**config.mk**
```make
export PLATFORM = sky130hd
export DESIGN_NAME = pipe_hazard_unit
export DESIGN_NICKNAME = d
export VERILOG_FILES = /design/src/rtl/cpu_pkg.sv /design/src/rtl/hazard_stage_reg.sv /design/src/rtl/pipe_hazard_unit.sv
export SDC_FILE = /design/constraint.sdc
export NUM_CORES = 1
export LEC_CHECK = 0
export BUFFER_PORTS_ARGS = -buffer_cell sky130_fd_sc_hd__clkbuf_2
export CORE_MARGIN = 2
export CORE_UTILIZATION = 51
export DETAILED_ROUTE_END_ITERATION = 7
export MAX_ROUTING_LAYER = met4
export PLACE_DENSITY = 0.76
export SYNTH_ARGS = -nofsm -noshare
export SYNTH_HDL_FRONTEND = slang
export SYNTH_HIERARCHICAL = 1
export SYNTH_SLANG_ARGS = --single-unit
```
**constraint.sdc**
```tcl
create_clock -name clk -period 1.4 [get_ports clk]
set_input_delay 0.28 -clock clk [delete_from_list [all_inputs] [get_ports clk]]
set_output_delay 0.28 -clock clk [all_outputs]
set_load 0.005 [all_outputs]
```
**src/rtl/cpu_pkg.sv**
```systemverilog
// Shared types for the decode-side hazard logic: pipeline stage entry and hazard FSM states.
package cpu_pkg;
  localparam int REG_AW_DEF = 4;
  // Stage entries carry rd at this fixed width; narrower register files zero-extend.
  localparam int REG_AW_MAX = 8;

  typedef struct packed {
    logic                  valid;
    logic [REG_AW_MAX-1:0] rd;
    logic                  we;
    logic                  is_load;
  } stage_t;

  localparam int STAGE_W = $bits(stage_t);

  typedef enum logic [1:0] {RUN, DRAIN, HALTED} haz_state_e;
endpackage

```
**src/rtl/hazard_stage_reg.sv**
```systemverilog
// One entry of the post-decode tracking chain: captures d when load is set, else a bubble.
module hazard_stage_reg
  import cpu_pkg::*;
(
  input  logic               clk,
  input  logic               rst_n,
  input  logic               load,
  input  logic [STAGE_W-1:0] d,
  output logic [STAGE_W-1:0] q
);
  always_ff @(posedge clk or negedge rst_n) begin
    if (!rst_n)    q <= '0;
    else if (load) q <= d;
    else           q <= '0;
  end
endmodule

```
**src/rtl/pipe_hazard_unit.sv**
```systemverilog
// Load-use stall, forwarding select and HLT drain control for an in-order pipeline.
// Optional HAZ_PERF_CNT_EN adds saturating 16-bit stall/flush cycle counters.
module pipe_hazard_unit
  import cpu_pkg::*;
#(
  parameter int REG_AW   = REG_AW_DEF,
  parameter int DEPTH    = 3,
  parameter int LOAD_LAT = 2,
  localparam int FSW     = $clog2(DEPTH + 1)
) (
  input  logic              clk,
  input  logic              rst_n,
  input  logic              id_valid,
  input  logic [REG_AW-1:0] id_rs,
  input  logic [REG_AW-1:0] id_rt,
  input  logic              id_rs_used,
  input  logic              id_rt_used,
  input  logic [REG_AW-1:0] id_rd,
  input  logic              id_we,
  input  logic              id_is_load,
  input  logic              flush,
  input  logic              hlt_in,
  output logic              stall,
  output logic [FSW-1:0]    fwd_a_sel,
  output logic [FSW-1:0]    fwd_b_sel,
`ifdef HAZ_PERF_CNT_EN
  output logic [15:0]       stall_cnt,
  output logic [15:0]       flush_cnt,
`endif
  output logic              hlt
);
  stage_t [DEPTH:1] chain;
  logic   [DEPTH:1] vld_pipe;
  stage_t           id_ent;
  logic             s1_load;
  haz_state_e       state, state_nx;
  logic             a_ld, b_ld;
  logic [REG_AW_MAX-1:0] src_a, src_b;

  assign src_a  = REG_AW_MAX'(id_rs);
  assign src_b  = REG_AW_MAX'(id_rt);
  assign id_ent = '{valid: 1'b1, rd: REG_AW_MAX'(id_rd), we: id_we, is_load: id_is_load};

  // HLT never enters the chain, so draining only has to wait for older work.
  assign s1_load = id_valid & ~stall & ~flush & (state == RUN) & ~hlt_in;

  for (genvar g = 1; g <= DEPTH; g++) begin : g_stg
    assign vld_pipe[g] = chain[g].valid;
    if (g == 1) begin : g_head
      hazard_stage_reg u_stg (
        .clk(clk), .rst_n(rst_n), .load(s1_load), .d(id_ent), .q(chain[g])
      );
    end else begin : g_tail
      hazard_stage_reg u_stg (
        .clk(clk), .rst_n(rst_n), .load(1'b1), .d(chain[g-1]), .q(chain[g])
      );
    end
  end

  // Walk oldest to youngest so the youngest producer overwrites the selection.
  always_comb begin
    fwd_a_sel = '0;
    fwd_b_sel = '0;
    a_ld      = 1'b0;
    b_ld      = 1'b0;
    for (int k = DEPTH; k >= 1; k--) begin
      if (chain[k].valid && chain[k].we && id_rs_used && src_a != '0 && chain[k].rd == src_a) begin
        fwd_a_sel = FSW'(k);
        a_ld      = chain[k].is_load && (k < LOAD_LAT);
      end
      if (chain[k].valid && chain[k].we && id_rt_used && src_b != '0 && chain[k].rd == src_b) begin
        fwd_b_sel = FSW'(k);
        b_ld      = chain[k].is_load && (k < LOAD_LAT);
      end
    end
  end

  assign stall = id_valid & (state == RUN) & (a_ld | b_ld) & ~flush;

  always_ff @(posedge clk or negedge rst_n) begin
    if (!rst_n) state <= RUN;
    else        state <= state_nx;
  end

  always_comb begin
    state_nx = state;
    case (state)
      RUN:     if (hlt_in && id_valid && !stall && !flush) state_nx = DRAIN;
      DRAIN:   if (vld_pipe == '0) state_nx = HALTED;
      HALTED:  state_nx = HALTED;
      default: state_nx = RUN;
    endcase
  end

  always_ff @(posedge clk or negedge rst_n) begin
    if (!rst_n) hlt <= 1'b0;
    else        hlt <= (state_nx == HALTED);
  end

`ifdef HAZ_PERF_CNT_EN
  always_ff @(posedge clk or negedge rst_n) begin
    if (!rst_n) begin
      stall_cnt <= '0;
      flush_cnt <= '0;
    end else begin
      if (stall && stall_cnt != 16'hFFFF) stall_cnt <= stall_cnt + 16'd1;
      if (flush && flush_cnt != 16'hFFFF) flush_cnt <= flush_cnt + 16'd1;
    end
  end
`endif
endmodule

```
### Yosys cells after proc, flatten, opt, wreduce, memory -nomap -nowiden

Cells that the tools add are included.

* multiplexer cells: 12
* equality and inequality tests: 9
* reductions and logical operators: 30
* bitwise logic cells: 11

Operators by type and width (count)
* $eq 8x4->1: 6
* $logic_and 1x1->1: 24
* $mux 2: 8
* $reduce_bool 8->1: 2
* $mux 11: 1
* $and 1x1->1: 7
* $pmux 2 s3: 1
* $eq 2x2->1 const B: 2
* $logic_not 3->1: 1
* $not 1->1: 3
* $eq 2x1->1 const B: 1
* $logic_not 1->1: 2
* $logic_not 2->1: 1
* $mux 1: 2
* $or 1x1->1: 1

* word-level logic and storage cells: 67
* register bits: 36
* output and inout port bits: 6
* input bits: 21

### Depth between registers and ports, before layout

Gate-level depths: netlist (run 1).

* word-level depth: 14
* depth in mapped cells: 6
* mapped depth without buffers: 5

### Cells and area by module

Netlist (run 1), hierarchy kept.

By module, submodules not included
* hazard_stage_reg: area an instance 355.3 sq um, cells an instance 23, seq. area each 275.3 sq um, instances 3
* pipe_hazard_unit: area an instance 614.3 sq um, cells an instance 74, seq. area each 75.1 sq um, instances 1

### Least setup slack after synthesis (run 1)

OpenSTA, ideal clock, no wires.

* path type: register -> register
* from: register g_stg[1].g_head.u_stg.q[6]
* to: register g_stg[1].g_head.u_stg.q[0]
* cell stages (with the launch flop): 7
* library setup time: 0.119 ns
* slack: -0.084 ns
* path buffers: 1
* data arrival time: 1.365 ns
* period minus slack after synthesis: 1.484 ns
* data required time: 1.281 ns
* path through: dfrtp_1 -> and4bb_2 -> nand2_1 -> o32ai_1 -> nor3_1 -> buf_6 -> and2_1

* cells in the longest elaborated chain, start to end: 12
* elaborated cells between the ends (all ways): 15
* classes of those cells: eq/ne (2); mux (3); bitwise (8); reduce/logical (2)

Ends and longest elaborated chain
* start: declaration: line hazard_stage_reg.sv:9 `output logic [STAGE_W-1:0] q`
* start signal: assignment: line hazard_stage_reg.sv:12 `if (!rst_n) q <= '0;`
* start signal: assignment: line hazard_stage_reg.sv:13 `else if (load) q <= d;`
* start signal: assignment: line hazard_stage_reg.sv:14 `else q <= '0;`
* $eq 8x4->1, on equally long branches: line pipe_hazard_unit.sv:67, pipe_hazard_unit.sv:71
* $logic_and 1x1->1, on equally long branches: line pipe_hazard_unit.sv:67, pipe_hazard_unit.sv:71
* $mux 1, on equally long branches: line pipe_hazard_unit.sv:67, pipe_hazard_unit.sv:71
* $or 1x1->1 (*): line pipe_hazard_unit.sv:78 `assign stall = id_valid & (state == RUN) & (a_ld | b_ld) & ~flush;`
* $and 1x1->1 (*) (2 in series): line pipe_hazard_unit.sv:78
* $not 1->1 (*): line pipe_hazard_unit.sv:45 `assign s1_load = id_valid & ~stall & ~flush & (state == RUN) & ~hlt_in;`
* $and 1x1->1 (*) (4 in series): line pipe_hazard_unit.sv:45
* named net s1_load: line pipe_hazard_unit.sv:35 `logic s1_load;`
* $mux 11 (*): line hazard_stage_reg.sv:13

Mark *: on every way through the listed nets, which the timed path passes. The rest lies on a longest branch.

### Worst setup path in the final report (run 1)

* from: register g_stg[2].g_tail.u_stg.q[3]
* to: output fwd_b_sel[0]

* cells in the longest elaborated chain, start to end: 4

Ends and longest elaborated chain
* start: declaration: line hazard_stage_reg.sv:9
* start signal: assignment: line hazard_stage_reg.sv:12
* start signal: assignment: line hazard_stage_reg.sv:13
* start signal: assignment: line hazard_stage_reg.sv:14
* $eq 8x4->1: line pipe_hazard_unit.sv:71 `if (chain[k].valid && chain[k].we && id_rt_used && src_b != '0 && chain[k].rd == src_b) begin`
* $logic_and 1x1->1: line pipe_hazard_unit.sv:71
* $mux 2 (2 in series): line pipe_hazard_unit.sv:71
* end: declaration: line pipe_hazard_unit.sv:25 `output logic [FSW-1:0] fwd_b_sel,`

No other way between the ends.

==> results of run 1 <==
-- state kept, by name (all words and copies together), names as in the netlist --
name and cells:
g_stg.g_tail.u_stg/q 20, state 2, hlt 1, g_stg.g_head.u_stg/q 11
-- cell type report --
class / count / share of cell area
sequential: 34 / 0.383
timing repair buffer: 47 / 0.134
clock inverter: 2 / 0.0269
clock buffer: 6 / 0.0230
multi-input combinational: 109 / 0.407
tap: 44 / 0.0247
inverter: 1 / 0.00168
-- how the worst min path moves through the flow --
stage                          start                         end  slack [ns]  depth (start not counted)
after global placement         rst_n  g_stg[2].g_tail.u_stg/q[3]        0.32                          2
final                     id_is_load  g_stg[1].g_head.u_stg/q[0]        0.16                          2
after detailed placement       rst_n  g_stg[1].g_head.u_stg/q[3]        0.32                          2
after floorplan                rst_n  g_stg[1].g_head.u_stg/q[0]       -0.02                          0
after global routing        id_rd[3]  g_stg[1].g_head.u_stg/q[5]        0.15                          2
after CTS                      id_we  g_stg[1].g_head.u_stg/q[1]        0.14                          2
-- critical path: cells and delay by family, from the launching register on --
kind | cells | cell delay, ns
XOR/XNOR | 1 | 0.16
flip-flops | 1 | 0.43
buffers and inverters | 2 | 0.30
AND/OR/NAND/NOR | 2 | 0.48
AO/OA/AOI/OAI | 1 | 0.08
-- repair_timing --
action / in CTS / in global routing
pin swaps: 11 / 6
cloned: 0 / 1
setup endpoints to repair: 13 / 13
buffers inserted: 2 / 5
endpoints found under the hold margin: 34 / 0
hold buffers: 1 / 0
gates resized for setup: 6 / 13
-- report_power, final --
group          total (mW)  leakage [nW]  internal (mW)  switching [mW]
logic               0.365         0.602          0.184           0.182
clock network       0.917        0.0585          0.605           0.312
registers            1.07         0.466           1.04          0.0360
total                2.36          1.13           1.83           0.529
-- cell usage in the layout, fill, tap and decap left out, types with 2 or more instances in the layout --
cell type / instances
xor2_1: 16
a2bb2oi_2: 2
conb_1: 9
nand2_1: 2
dfrtp_1: 32
nor3_4: 2
o41ai_1: 2
buf_2: 2
nand3_2: 4
buf_6: 2
nand3_1: 4
clkbuf_4: 5
and2_1: 30
o41a_1: 2
o22ai_1: 2
buf_4: 18
and3_1: 6
nor4_1: 5
xnor2_2: 6
bufinv_16: 2
dfrtp_2: 2
clkbuf_2: 24
-- routing by layer --
metal  wire [um]  global-route usage  vias up
li1            -                   -      589
met1        1550               0.272      579
met2        1660               0.337       42
met3         220              0.0519        7
met4          65              0.0762        0
met5           0                   -        -
-- per-stage QoR --
step | cells | TNS (ns) | setup WS, ns
2_1_floorplan | 146 | -0.0828 | -0.0101
3_3_place_gp | 228 | -3.36 | -0.332
3_5_place_dp | 228 | -3.80 | -0.334
4_1_cts | 239 | -3.90 | -0.600
5_1_grt | 243 | -5.69 | -0.726
6_report | 243 | -4.45 | -0.653
==> run metrics, run 1 <==
Initial Util=0.534; r2r worst-path depth=7; Critical-path top delay cell=dfrtp_1; worst clock skew=around 0.012 ns; total power=2.36 mW; post-layout util=0.736; Max Transition Viols Final=0; Final Net Count=219; reg-to-reg startpoint=g_stg[1].g_head.u_stg/q[4]; io pins=27; clk_lat worst skew=around 0.33 ns; initial antenna violation count=0; Synth Cell Area=approximately 0.0016 mm2; post-route clock period utilization=1.47; layout cells sized above 1=0.402; element type at the critical path start=flip-flop; final hold viol count=0; fillcell total=between 200 and 250; antenna-violating nets left=0; FMAX=approximately 0.49 GHz; # clock sinks=34; synth warn=6; Setup crit end=fwd_b_sel[0]; Starting DRT DRC Count=slightly below 70; worst vdd ir=roughly 0.00079 V; PD cells=between 1000 and 1500 mW/mm2; area grow syn2layout=37.8%; critical path type=reg -> out; die area=roughly 0.0036 mm2; CP max stage delay=~0.43 ns; RSZ-0062 raised after global routing=yes; run status=complete, but fails checks; type of the most critical hold path=in -> reg; Reg area=approximately 850 um2; row cnt=20; R2R setup slack=-0.20 ns; GP Congestion=between 0.8 and 0.9; CTS H-Tree Depth=2; CTS max path bufs=2; routed wire length per instance=~14 um; Placeable Area=0.00303 mm2; # setup viols final=13; port bufs=26; CTS tree=yes; WL final=roughly 3500 um; Avg Cell Area, Syn=11.6 um2; Gate Count Post-Synth=139; root buf cell=clkbuf_4; CP Max Fanout=3; Leak=around 1.1 nW; first-pass GRT wire length=5310 um; largest net degree at the start of global routing=35; drt via density=about 5.0; failing checks=negative setup slack; vias after detailed routing=1217; CTS buffer count=5; worst hold slack=about 0.16 ns; multi-input logic area=908 um2; Crit. Startpoint=g_stg[2].g_tail.u_stg/q[3]; PnR worst setup slack=-0.653 ns; All-Layer GR Usage=0.215; minimum clock period=2.05 ns; Post-route DRC=0; Worst-path clk slew=~0.10 ns; placed wire-length estimate=2520 um; CP Data Arrival Time=~1.8 ns; Max-Cap Viols=0; ant diodes=0; placed instance area=between 0.0015 and 0.002 mm2; Worst Setup End Kind=output port; width of the die=just over 60 um; grt total ovfl=0; number of global-route vias before repair=roughly 1200; Reg-to-Reg End=g_stg[1].g_head.u_stg/q[2]; post-route cell area=about 0.0022 mm2; CP required=1.12 ns; Die Height=roughly 60 um; crit-path cells=xor2_1, nor4_1, buf_4, and3_1, o22ai_1, clkbuf_2; Detailed Routing Iterations Pass 1=4
Power figures use the tool's default switching activity.
==> inputs of run 2 (changes only) <==
--- a/config.mk
+++ b/config.mk
@@ -6,11 +6,13 @@
 export NUM_CORES = 1
 export LEC_CHECK = 0
 export BUFFER_PORTS_ARGS = -buffer_cell sky130_fd_sc_hd__clkbuf_2
+export CELL_PAD_IN_SITES_DETAIL_PLACEMENT = 1
+export CELL_PAD_IN_SITES_GLOBAL_PLACEMENT = 1
 export CORE_MARGIN = 2
-export CORE_UTILIZATION = 51
+export CORE_UTILIZATION = 40
 export DETAILED_ROUTE_END_ITERATION = 7
 export MAX_ROUTING_LAYER = met4
-export PLACE_DENSITY = 0.76
+export PLACE_DENSITY_LB_ADDON = 0.1
 export SYNTH_ARGS = -nofsm -noshare
 export SYNTH_HDL_FRONTEND = slang
 export SYNTH_HIERARCHICAL = 1
==> run 2 against run 1 <==
The run still ends with negative setup slack left. Count of clock-buffer cells in the layout unchanged. Critical path type unchanged. Total power fell by 5.7%. Non-clock buffer count grew 1. Largest cell class unchanged. Sequential share of layout area shrank 0.26 points. Clock power fell by 19%. Via count increased by 2.3%.
==> run metrics, run 2 (synthesis gave the netlist of run 1 again) <==
Switching Fraction=0.262 (+0.0373); drt via density=5.00 (-0.16%); Sum Neg Setup Slack=-4.28 ns (+0.174 ns); number of global-route vias before repair=1347 (+14%); clk_lat worst skew=0.29 ns (-0.04 ns); antenna-violating nets left=0 (unchanged); GP Congestion=0.783 (-9.1%); post-route clock period utilization=1.43 (-0.0366); final hold viol count=0 (unchanged); vias after detailed routing=1245 (+2.3%); FMAX=0.499 GHz (+2.6%); metal1 wirelength=1700 um (+9.6%); width of the die=67.6 um (+12%); Worst Setup End Kind=output port; Die Height=67.6 um (+12%); cts hold-fix bufs=0 (-1); WL final=4010 um (+15%); largest registers=g_stg.g_tail.u_stg/q x20, g_stg.g_head.u_stg/q x11, state x2; PnR worst setup slack=-0.602 ns (+0.0513 ns); root buf cell=clkbuf_8; ant diodes=0 (unchanged); RSZ-0062 raised after global routing=yes; critical path type=reg -> out; grt total ovfl=0 (unchanged); internal power=1.64 mW (-10%); Final Net Count=219 (unchanged); CTS tree=yes; max reg flops=20 (unchanged); routed wire length per instance=16.1 um (+12%); DP Worst Slack=-0.411 ns (-0.0768 ns); most frequent cells in the layout=dfrtp_1, and2_1, clkbuf_2, buf_4, xor2_1; run status=complete, but fails checks; met3 WL post-DR=182 um (-17%); All-Layer GR Usage=0.208 (-0.00659); worst vdd ir=0.000603 V (-24%); # setup viols final=13 (unchanged); sequential share of power=0.484 (+0.028); Starting DRT DRC Count=42 (-39%); Top Metal Used=met4; Placeable Area=0.00394 mm2 (+30%); CP Max Fanout=2 (-1); # clock sinks=34 (unchanged); row cnt=23 (+15%); Clock power frac=0.336 (-0.053); Leak=1.11 nW (-1.3%); Max Transition Viols Final=0 (unchanged); type of the most critical hold path=in -> async; Post-route DRC=0 (unchanged); CP required=1.12 ns (about the same); worst clock skew=0.00469 ns (-0.00703 ns); CTS buffer count=5 (unchanged); CTS H-Tree Depth=2 (unchanged); area grow syn2layout=39.0%; die area=0.00457 mm2 (+26%); initial antenna violation count=0 (unchanged); Most flops, register=g_stg.g_tail.u_stg/q; Initial Util=0.410 (-0.124); CP Data Arrival Time=1.72 ns (-0.05 ns); Worst-path clk slew=0.07 ns (-0.03 ns); first-pass GRT wire length=6450 um (+21%); PD cells=988 mW/mm2 (-6.5%); largest net degree at the start of global routing=35 (unchanged); met2 WL=2020 um (+22%); CTS max path bufs=2 (unchanged); port bufs=26 (unchanged); element type at the critical path start=flip-flop; Detailed Routing Iterations Pass 1=4 (unchanged); commonest non-fill, non-tap cell in the layout=dfrtp_1; Max-Cap Viols=0 (unchanged); placed wire-length estimate=2920 um (+16%); combinational share of power=0.179 (+0.024); P_sw=0.582 mW (+9.9%); failing checks=negative setup slack; layout cells sized above 1=0.447 (+0.0452); io pins=27 (unchanged); minimum clock period=2.00 ns (-0.0513 ns)
## run 2: critical path, stage by stage, from the launching register on
cell and delay (ns):
dfrtp_1 0.40, xor2_1 0.18, nor4_2 0.39, nand3_1 0.18, o22ai_1 0.15, clkbuf_2 0.14
## run 2: cell type report
class                           count  area (um2)
Timing Repair Buffer               48         319
Multi-Input combinational cell    108         913
Tap cell                           50        62.6
Clock buffer                        6        82.6
Inverter                            1        3.75
Fill cell                         432        1690
Clock inverter                      2        12.5
Sequential cell                    34         855
## run 2: repair_timing
action,in CTS,in global routing
setup buffers,7,1
resized for setup,16,12
setup endpoints to repair,13,13
pin swaps,7,3
## run 2: power by group through the flow
stage                     Clock [mW]  Combinational, mW  Sequential (mW)
final                          0.747              0.398             1.08
after CTS                      0.777              0.378             1.07
after detailed placement           0              0.328             1.09
after global placement             0              0.314             1.09
after floorplan                    0              0.162             1.09
after global routing           0.808              0.434             1.08
## run 2: metrics by stage
step	hold slack [ns]	total power [mW]	utilization	area, um2	std cells
floorplan	-0.0156	1.25	-	1700	146
global placement	0.320	1.40	0.500	1970	234
detailed placement	0.330	1.42	0.500	1970	234
CTS	0.0138	2.23	0.555	2190	248
global route	0.0339	2.32	0.570	2250	249
finish	0.00765	2.22	0.570	2250	249
## run 2: worst paths after layout
| check | start | endpoint | slack, ns | depth (start not counted) |
|---|---|---|---|---|
| hold / removal | rst_n | g_stg[3].g_tail.u_stg/q[3] | 0.008 | 2 |
| hold reg to reg | g_stg[2].g_tail.u_stg/q[1] | g_stg[3].g_tail.u_stg/q[1] | 0.48 | 1 |
| min in group clk | id_rd[3] | g_stg[1].g_head.u_stg/q[5] | 0.22 | 2 |
| max in group asynchronous | rst_n | g_stg[1].g_head.u_stg/q[4] | 1.07 | 2 |
| setup / recovery | g_stg[3].g_tail.u_stg/q[3] | fwd_b_sel[0] | -0.60 | 5 |
| setup reg to reg | g_stg[1].g_head.u_stg/q[5] | g_stg[1].g_head.u_stg/q[2] | -0.20 | 7 |
## run 2: metal layers
metal,vias up,GRT usage
met5,-,-
met4,0,0.0969
met3,8,0.0467
met2,32,0.341
met1,613,0.243
li1,592,-
